==> src/rtl/if_pkg.sv <==
`default_nettype none
// ============================================================================
// Module      : if_pkg
// Description : Shared types and helpers for the prefetching instruction-fetch
//               stage: queue entry layout, next-PC select and PC priority mux.
// Revision    : 1.0 - initial release
// ============================================================================
package if_pkg;

    localparam int unsigned c_word_bits = 32;
    localparam logic [c_word_bits-1:0] c_halt_instr_default = 32'hFFFF_FFFF;

    // One prefetched instruction together with the PC it was fetched from
    typedef struct packed {
        logic [c_word_bits-1:0] pc;
        logic [c_word_bits-1:0] instr;
    } fetch_entry_t;

    typedef enum logic [1:0] {
        SEL_SEQ    = 2'd0,
        SEL_BRANCH = 2'd1,
        SEL_JUMP   = 2'd2,
        SEL_JALR   = 2'd3
    } next_pc_sel_t;

    // JALR outranks jump, jump outranks branch
    function automatic next_pc_sel_t select_next_pc(
        input logic is_jalr,
        input logic is_jump,
        input logic pc_source
    );
        next_pc_sel_t sel;
        if (is_jalr)        sel = SEL_JALR;
        else if (is_jump)   sel = SEL_JUMP;
        else if (pc_source) sel = SEL_BRANCH;
        else                sel = SEL_SEQ;
        return sel;
    endfunction

    function automatic logic [c_word_bits-1:0] next_pc(
        input next_pc_sel_t           sel,
        input logic [c_word_bits-1:0] pc,
        input logic [c_word_bits-1:0] rs,
        input logic [c_word_bits-1:0] jump_target,
        input logic [c_word_bits-1:0] branch_target
    );
        logic [c_word_bits-1:0] result;
        case (sel)
            SEL_JALR:   result = rs;
            SEL_JUMP:   result = jump_target;
            SEL_BRANCH: result = branch_target;
            default:    result = pc + c_word_bits'(4);
        endcase
        return result;
    endfunction

endpackage
`default_nettype wire

==> src/rtl/if_fetch_queue.sv <==
`default_nettype none
// ============================================================================
// Module      : if_fetch_queue
// Description : Power-of-two FIFO of fetch entries with push, pop, flush and
//               occupancy count. Decouples instruction fetch from decode.
// Revision    : 1.0 - initial release
// ============================================================================
module if_fetch_queue
    import if_pkg::*;
#(
    parameter int unsigned DEPTH = 4
)(
    input  logic                   i_clk,
    input  logic                   i_reset,
    input  logic                   i_flush,
    input  logic                   i_push,
    input  fetch_entry_t           i_push_entry,
    input  logic                   i_pop,
    output fetch_entry_t           o_head,
    output logic                   o_valid,
    output logic [$clog2(DEPTH):0] o_count
);

    localparam int unsigned        c_ptr_w   = $clog2(DEPTH);
    localparam logic [c_ptr_w-1:0] c_ptr_one = c_ptr_w'(1);
    localparam logic [c_ptr_w:0]   c_cnt_one = (c_ptr_w + 1)'(1);
    localparam logic [c_ptr_w:0]   c_full    = (c_ptr_w + 1)'(DEPTH);

    fetch_entry_t       r_slots [DEPTH];
    logic [c_ptr_w-1:0] r_wr_ptr;
    logic [c_ptr_w-1:0] r_rd_ptr;
    logic [c_ptr_w:0]   r_count;
    logic               w_do_pop;
    logic               w_do_push;

    // Pop only real entries; a push into a full queue is allowed only alongside a pop
    assign w_do_pop  = i_pop && (r_count != '0);
    assign w_do_push = i_push && ((r_count != c_full) || w_do_pop);

    // Payload storage carries no reset; o_valid masks stale slots
    always_ff @(posedge i_clk) begin
        if (w_do_push && !i_flush) begin
            r_slots[r_wr_ptr] <= i_push_entry;
        end
    end

    // Pointer and occupancy bookkeeping; flush discards everything queued
    always_ff @(posedge i_clk) begin
        if (i_reset || i_flush) begin
            r_wr_ptr <= '0;
            r_rd_ptr <= '0;
            r_count  <= '0;
        end else begin
            if (w_do_push) r_wr_ptr <= r_wr_ptr + c_ptr_one;
            if (w_do_pop)  r_rd_ptr <= r_rd_ptr + c_ptr_one;
            case ({w_do_push, w_do_pop})
                2'b10:   r_count <= r_count + c_cnt_one;
                2'b01:   r_count <= r_count - c_cnt_one;
                default: r_count <= r_count;
            endcase
        end
    end

    assign o_head  = r_slots[r_rd_ptr];
    assign o_valid = (r_count != '0);
    assign o_count = r_count;

endmodule
`default_nettype wire

==> src/rtl/if_prefetch_fetch.sv <==
`default_nettype none
// ============================================================================
// Module      : if_prefetch_fetch
// Description : Prefetching MIPS instruction-fetch stage. Owns the PC, the
//               loadable instruction memory and next-PC select, and feeds ID
//               through a valid/ready prefetch queue with redirect flush, halt
//               detection and out-of-range fetch protection.
// Revision    : 1.0 - initial release
// ============================================================================
module if_prefetch_fetch
    import if_pkg::*;
#(
    parameter int unsigned          BITS_SIZE   = c_word_bits,
    parameter int unsigned          SIZE_TOTAL  = 256,
    parameter int unsigned          QUEUE_DEPTH = 4,
    parameter logic [BITS_SIZE-1:0] HALT_INSTR  = c_halt_instr_default
)(
    input  logic                         i_clk,
    input  logic                         i_reset,
    input  logic                         i_step,
    input  logic                         i_flag_write_intruc,
    input  logic [BITS_SIZE-1:0]         i_instruction_address,
    input  logic [BITS_SIZE-1:0]         i_instruction,
    input  logic                         i_is_JALR,
    input  logic                         i_is_jump,
    input  logic                         i_pc_source,
    input  logic [BITS_SIZE-1:0]         i_rs,
    input  logic [BITS_SIZE-1:0]         i_suma_jump,
    input  logic [BITS_SIZE-1:0]         i_suma_branch,
    input  logic                         i_id_ready,
    output logic                         o_valid,
    output logic [BITS_SIZE-1:0]         o_instruction,
    output logic [BITS_SIZE-1:0]         o_IF_PC,
    output logic [BITS_SIZE-1:0]         o_IF_PC4,
    output logic [BITS_SIZE-1:0]         o_IF_PC8,
    output logic                         o_halted,
    output logic [$clog2(QUEUE_DEPTH):0] o_queue_count
);

    localparam int unsigned          c_words    = SIZE_TOTAL / 4;
    localparam int unsigned          c_addr_w   = $clog2(SIZE_TOTAL);
    localparam int unsigned          c_cnt_w    = $clog2(QUEUE_DEPTH) + 1;
    localparam logic [BITS_SIZE-1:0] c_pc_limit = BITS_SIZE'(SIZE_TOTAL);
    localparam logic [c_cnt_w-1:0]   c_depth    = c_cnt_w'(QUEUE_DEPTH);

    logic [BITS_SIZE-1:0] r_mem [c_words];
    logic [BITS_SIZE-1:0] r_pc;
    logic [BITS_SIZE-1:0] r_rdata;
    logic [BITS_SIZE-1:0] r_inflight_pc;
    logic                 r_inflight;
    logic                 r_halted;
    fetch_entry_t         r_last;
    logic [BITS_SIZE-1:0] r_last_pc4;
    logic [BITS_SIZE-1:0] r_last_pc8;

    next_pc_sel_t         w_sel;
    logic [BITS_SIZE-1:0] w_next_pc;
    logic                 w_redirect;
    logic                 w_halt_hit;
    logic                 w_room;
    logic                 w_in_range;
    logic                 w_try_issue;
    logic                 w_issue;
    logic                 w_range_halt;
    logic                 w_push;
    logic                 w_pop;
    logic                 w_head_valid;
    fetch_entry_t         w_head;
    fetch_entry_t         w_push_entry;
    logic [c_cnt_w-1:0]   w_count;
    logic                 w_unused;

    assign w_redirect   = i_step && (i_is_JALR || i_is_jump || i_pc_source);
    assign w_sel        = select_next_pc(i_is_JALR, i_is_jump, i_pc_source);
    assign w_next_pc    = next_pc(w_sel, r_pc, i_rs, i_suma_jump, i_suma_branch);
    // A halt word arriving now blocks the issue that would otherwise overlap it
    assign w_halt_hit   = r_inflight && (r_rdata == HALT_INSTR);
    // Reserve a slot for the read in flight so its push is never dropped
    assign w_room       = (w_count + c_cnt_w'(r_inflight)) < c_depth;
    assign w_in_range   = (r_pc < c_pc_limit);
    assign w_try_issue  = i_step && !w_redirect && !r_halted && !w_halt_hit && w_room;
    assign w_issue      = w_try_issue && w_in_range;
    assign w_range_halt = w_try_issue && !w_in_range;
    assign w_push       = i_step && !w_redirect && r_inflight;
    assign w_pop        = i_step && !w_redirect && w_head_valid && i_id_ready;
    assign w_push_entry = '{pc: r_inflight_pc, instr: r_rdata};
    assign w_unused     = ^{i_instruction_address[BITS_SIZE-1:c_addr_w],
                            i_instruction_address[1:0]};

    // Program-load port; runs regardless of stepping and is untouched by reset
    always_ff @(posedge i_clk) begin
        if (i_flag_write_intruc) begin
            r_mem[i_instruction_address[c_addr_w-1:2]] <= i_instruction;
        end
    end

    // Synchronous fetch read; sees pre-write contents on a same-cycle load
    always_ff @(posedge i_clk) begin
        if (w_issue) begin
            r_rdata <= r_mem[r_pc[c_addr_w-1:2]];
        end
    end

    // PC, in-flight tracking and halt latch; a redirect discards the pending read
    always_ff @(posedge i_clk) begin
        if (i_reset) begin
            r_pc          <= '0;
            r_inflight    <= 1'b0;
            r_inflight_pc <= '0;
            r_halted      <= 1'b0;
        end else if (w_redirect) begin
            r_pc       <= w_next_pc;
            r_inflight <= 1'b0;
            r_halted   <= 1'b0;
        end else if (i_step) begin
            r_inflight <= w_issue;
            if (w_issue) begin
                r_pc          <= w_next_pc;
                r_inflight_pc <= r_pc;
            end
            if (w_halt_hit || w_range_halt) begin
                r_halted <= 1'b1;
            end
        end
    end

    if_fetch_queue #(
        .DEPTH(QUEUE_DEPTH)
    ) u_queue (
        .i_clk       (i_clk),
        .i_reset     (i_reset),
        .i_flush     (w_redirect),
        .i_push      (w_push),
        .i_push_entry(w_push_entry),
        .i_pop       (w_pop),
        .o_head      (w_head),
        .o_valid     (w_head_valid),
        .o_count     (w_count)
    );

    // Present the head entry, or hold the last presented payload while empty
    always_comb begin
        if (w_head_valid) begin
            o_instruction = w_head.instr;
            o_IF_PC       = w_head.pc;
            o_IF_PC4      = w_head.pc + BITS_SIZE'(4);
            o_IF_PC8      = w_head.pc + BITS_SIZE'(8);
        end else begin
            o_instruction = r_last.instr;
            o_IF_PC       = r_last.pc;
            o_IF_PC4      = r_last_pc4;
            o_IF_PC8      = r_last_pc8;
        end
    end

    // Remember what was last presented so the payload is stable when empty
    always_ff @(posedge i_clk) begin
        if (i_reset) begin
            r_last     <= '0;
            r_last_pc4 <= '0;
            r_last_pc8 <= '0;
        end else begin
            r_last     <= '{pc: o_IF_PC, instr: o_instruction};
            r_last_pc4 <= o_IF_PC4;
            r_last_pc8 <= o_IF_PC8;
        end
    end

    assign o_valid       = w_head_valid;
    assign o_halted      = r_halted;
    assign o_queue_count = w_count;

endmodule
`default_nettype wire

==> config.mk <==
export PLATFORM = sky130hd
export DESIGN_NAME = if_prefetch_fetch
export DESIGN_NICKNAME = d
export VERILOG_FILES = /design/src/rtl/if_pkg.sv /design/src/rtl/if_fetch_queue.sv /design/src/rtl/if_prefetch_fetch.sv
export SDC_FILE = /design/constraint.sdc
export NUM_CORES = 2
export LEC_CHECK = 0
export CORE_ASPECT_RATIO = 0.75
export CORE_MARGIN = 4
export CORE_UTILIZATION = 57
export DETAILED_ROUTE_END_ITERATION = 10
export PLACE_DENSITY_LB_ADDON = 0.08
export SYNTH_ARGS = -nofsm -noshare
export SYNTH_HDL_FRONTEND = slang
export SYNTH_HIERARCHICAL = 1
export SYNTH_SLANG_ARGS = --single-unit
==> constraint.sdc <==
create_clock -name i_clk -period 12.6 [get_ports i_clk]
set_input_delay 2.52 -clock i_clk [delete_from_list [all_inputs] [get_ports i_clk]]
set_output_delay 2.52 -clock i_clk [all_outputs]
set_load 0.01 [all_outputs]
==> results_tabular.tex <==
\begin{tabular}{lr}
\hline
Metric & Value \\
\hline
\multicolumn{2}{l}{\textbf{Outcome}} \\
Outcome & completed \\
\multicolumn{2}{l}{\textbf{STA}} \\
Skew final & 0.0544 ns \\
Setup repair after global routing missed its margin & no \\
Final period demand of the worst path & 7.96 ns \\
Worst slew pin tran & 1.28 ns \\
Worst-case setup margin in the final layout & 4.64 ns \\
Worst slew margin relative to its limit & 0.136 \\
Final-layout setup total negative slack & 0 ns \\
Highest clock frequency the design can meet & 126 MHz \\
Share of the clock period used by the worst path & 0.632 \\
Setup Viol. Count Final & 0 \\
Smallest hold slack & 0.466 ns \\
Slew Limit Fails & 0 \\
Fin. Hold Viols & 0 \\
\multicolumn{2}{l}{\textbf{Routing}} \\
DRC viols & 0 \\
Total iterations of the first detailed-routing run & 6 \\
DRT Wirelength & 244 mm \\
Drt via density & 6.47 \\
Number of DRC violations after detailed-routing iteration 0 & 6349 \\
Wirelength per Cell & 32.4 µm \\
Number of routed nets with antenna violations & 0 \\
Total number of vias & 48800 \\
\multicolumn{2}{l}{\textbf{Layout}} \\
Leading cell type in the layout, fill and taps excluded & sky130\_fd\_sc\_hd\_\_edfxtp\_1 \\
Leading cell types in the layout, fill and taps excluded & sky130\_fd\_sc\_hd\_\_edfxtp\_1 (2336), sky130\_fd\_sc\_hd\_\_mux4\_2 (639), sky130\_fd\_sc\_hd\_\_clkdlybuf4s50\_1 (240), sky130\_fd\_sc\_hd\_\_clkbuf\_16 (225), sky130\_fd\_sc\_hd\_\_dfxtp\_1 (196) \\
Final net count & 5260 \\
Ratio of cells with drive above 1 in the final layout & 0.243 \\
Layout overhead on the synthesized area & 13.5\% \\
Final design area excluding fillers & 111000 µm² \\
\multicolumn{2}{l}{\textbf{Power}} \\
Power Density & 154 nW/µm² \\
Sequential fraction of design power & 0.541 \\
Gate power share & 0.057 \\
Internal power consumption & 13.4 mW \\
VDD IR max & 0.135 mV \\
Leakage & 34.4 nW \\
Net switching power figure & 3.68 mW \\
Switching share of power & 0.215 \\
Clock share of power & 0.402 \\
\multicolumn{2}{l}{\textbf{Synthesis}} \\
Synthesized net count & 4895 \\
Synthesized-area fraction occupied by and/or/nand/nor cells & 0.0332 \\
Synth warn & 6 \\
Area fraction in compound gates after synthesis & 0.0247 \\
Post-Synth XOR/XNOR Area & 0.00367 \\
Number of cells produced by synthesis & 4719 \\
Post-synth EDFFs & 2336 \\
Netlist cell types & 66 \\
Post-synthesis mux area share & 0.164 \\
Cells taking the most area after synthesis & sky130\_fd\_sc\_hd\_\_edfxtp\_1 (72\%), sky130\_fd\_sc\_hd\_\_mux4\_2 (15\%), sky130\_fd\_sc\_hd\_\_dfxtp\_1 (4.2\%) \\
Area of the mapped netlist & 97800 µm² \\
Area share of the leading cell type in the synthesized netlist & 0.717 \\
Adder-cell share of the synthesized area & 0.00110 \\
Leading area contributor after synthesis & sky130\_fd\_sc\_hd\_\_edfxtp\_1 \\
Main combinational cell family by area after synthesis & multiplexers \\
Ys flop type & sky130\_fd\_sc\_hd\_\_edfxtp\_1 \\
\#FFs+latches synth & 2539 \\
Sequential cell area fraction in the yosys report & 0.759 \\
Fraction of registers with async set/reset & 0 \\
Mean post-synth cell area & 20.7 µm² \\
\multicolumn{2}{l}{\textbf{Placed design}} \\
DP HPWL & 136 mm \\
Setup WS pre-CTS & 5.51 ns \\
Global placer's final weighted congestion & 0.807 \\
Placed cell area & 104000 µm² \\
I/O Buffers & 274 \\
\multicolumn{2}{l}{\textbf{Die}} \\
Number of core rows & 131 \\
Die outline width & 486 µm \\
Die extent in y & 367 µm \\
Boundary pin count & 301 \\
Effective utilization at floorplan & 0.574 \\
Die outline area & 178000 µm² \\
Core area & 170000 µm² \\
\multicolumn{2}{l}{\textbf{Critical path}} \\
Required time reported for the critical path endpoint & 10.08 ns \\
Slowest stage delay, CP & 0.80 ns \\
Worst Path Max Fanout & 33 \\
Kind of critical path & flip-flop to primary output \\
Endpoint arrival time on the critical path & 5.44 ns \\
Standard cell with the maximum stage delay on the critical path & sky130\_fd\_sc\_hd\_\_dfxtp\_4 \\
Critical path cell sequence & buf\_4, mux4\_2, nand2\_1, or2\_2, nor3\_1, nand3\_1, xor2\_1, a21oi\_1, clkdlybuf4s50\_1 \\
CP Depth & 9 \\
Worst Setup Start Kind & flip-flop \\
Crit path buffers/inverters & 2 \\
Family with the most delay on the worst path & simple AND/OR/NAND/NOR gates \\
R2R depth & 6 \\
Crit. End Element & primary output \\
\multicolumn{2}{l}{\textbf{CTS}} \\
Maximum level of the CTS H-tree & 4 \\
Worst skew pair latency & 0.87 ns \\
Root buf cell & sky130\_fd\_sc\_hd\_\_clkbuf\_16 \\
Post-CTS Hold Fix Bufs & 0 \\
CTS buffer count & 225 \\
Number of sinks driven by the clock tree & 2539 \\
Largest buffer count on any clock path & 3 \\
Number of resized instances in the post-cts repair step & 0 \\
Number of buffers added for setup after CTS & 0 \\
Clock tree from TritonCTS & built \\
Reg clk slew, reported paths & 0.07 ns \\
\multicolumn{2}{l}{\textbf{Hold path}} \\
Path type of the worst min-delay path & flip-flop to flip-flop \\
Worst hold stages & 2 \\
\multicolumn{2}{l}{\textbf{GRT}} \\
Initial antenna violation count & 23 \\
GRT Resource Usage Total & 0.276 \\
Global-route wire length before repair & 351 mm \\
Total global routing overflow & 0 \\
Maximum number of pins on one net before global-route repair & 123 \\
Vias in the first global route & 48100 \\
\multicolumn{2}{l}{\textbf{Run}} \\
Max-cap check violation count & 0 \\
\hline
\end{tabular}
-- sequential cells by signal, summed over array words and instances (netlist names), named ones only --
register / count
r_mem: 2048
r_rdata: 32
r_last: 64
r_pc: 32
u_queue/r_wr_ptr: 2
r_last_pc4: 32
r_inflight: 1
u_queue/r_rd_ptr: 2
r_last_pc8: 32
o_halted: 1
r_inflight_pc: 32
u_queue/r_slots: 256
u_queue/o_count: 3
-- tightest hold or removal path, cell delays in order (launching register included) --
cell,delay (ns)
sky130_fd_sc_hd__dfxtp_1,0.31
sky130_fd_sc_hd__nand2_1,0.06
sky130_fd_sc_hd__a21oi_1,0.06
-- synth_stat cells, drive strengths merged, types with 7 or more instances --
library cell  instances
xor2                 22
dfxtp               203
and2                153
a221oi               15
o21ai                91
nand2               182
a211oi               17
o221ai               17
nand2b               14
nor3                 29
a31oi                 9
nand3b                7
nor4                 13
a22oi                46
inv                  30
xnor2                19
clkbuf              128
nor2b                 8
and3                  9
mux4                643
a221o                10
nor2                170
ha                    7
edfxtp             2336
mux2i                85
buf                 139
a21oi               104
o22ai                24
nand3                35
or3                  12
o211ai               13
mux2                 64
nand4                25
-- final timing paths --
path                  start            to  slack (ns)
hold reg to reg    r_pc[27]      r_pc[27]        0.47
setup / recovery  flip-flop  o_IF_PC8[29]        4.64
hold / removal     r_pc[27]      r_pc[27]        0.47
setup reg to reg    r_pc[2]   r_rdata[19]        7.86
-- per-layer routing --
| layer | track usage | part of all wire |
|---|---|---|
| met2 | 0.414 | 0.46 |
| met5 | 0 | 0.00014 |
| met1 | 0.430 | 0.42 |
| met4 | 0.0640 | 0.023 |
| met3 | 0.0522 | 0.093 |
-- stage by stage --
| stage | power (mW) | cells | utilization |
|---|---|---|---|
| detailed placement | 10.4 | 7118 | 0.608 |
| CTS | 17.2 | 7540 | 0.651 |
| floorplan | 9.97 | 4719 | - |
| global placement | 10.4 | 7118 | 0.608 |
| global route | 17.7 | 7540 | 0.651 |
| finish | 17.1 | 7548 | 0.652 |
-- cell families (layout without fill, tap and decap cells) --
group                    Yosys count  in the layout
buffers and inverters            298            858
adder cells (fa/ha/maj)            8              8
multiplexers                     792            792
XOR/XNOR                          41             41
flip-flops                      2539           2539
other                              0              8
AND/OR/NAND/NOR                  666            666
AO/OA/AOI/OAI                    375            375
-- power groups by stage --
stage	Sequential, mW	Combinational [mW]	Clock (mW)
6_report	9.27	0.971	6.89
5_1_grt	9.27	1.02	7.40
4_1_cts	9.27	0.975	7.00
3_5_place_dp	9.45	0.973	0
3_3_place_gp	9.45	0.961	0
2_1_floorplan	9.43	0.541	0
-- area by class of cell --
cell class / instances / area (µm²)
antenna: 8 / 20.0
clock buffer: 291 / 5970
clock inverter: 131 / 1460
fill: 11200 / 59300
inverter: 31 / 124
multi-input combinational: 1882 / 22700
sequential: 2539 / 74200
tap: 2261 / 2830
timing repair buffer: 405 / 3630
Power figures use the tool's default switching activity.
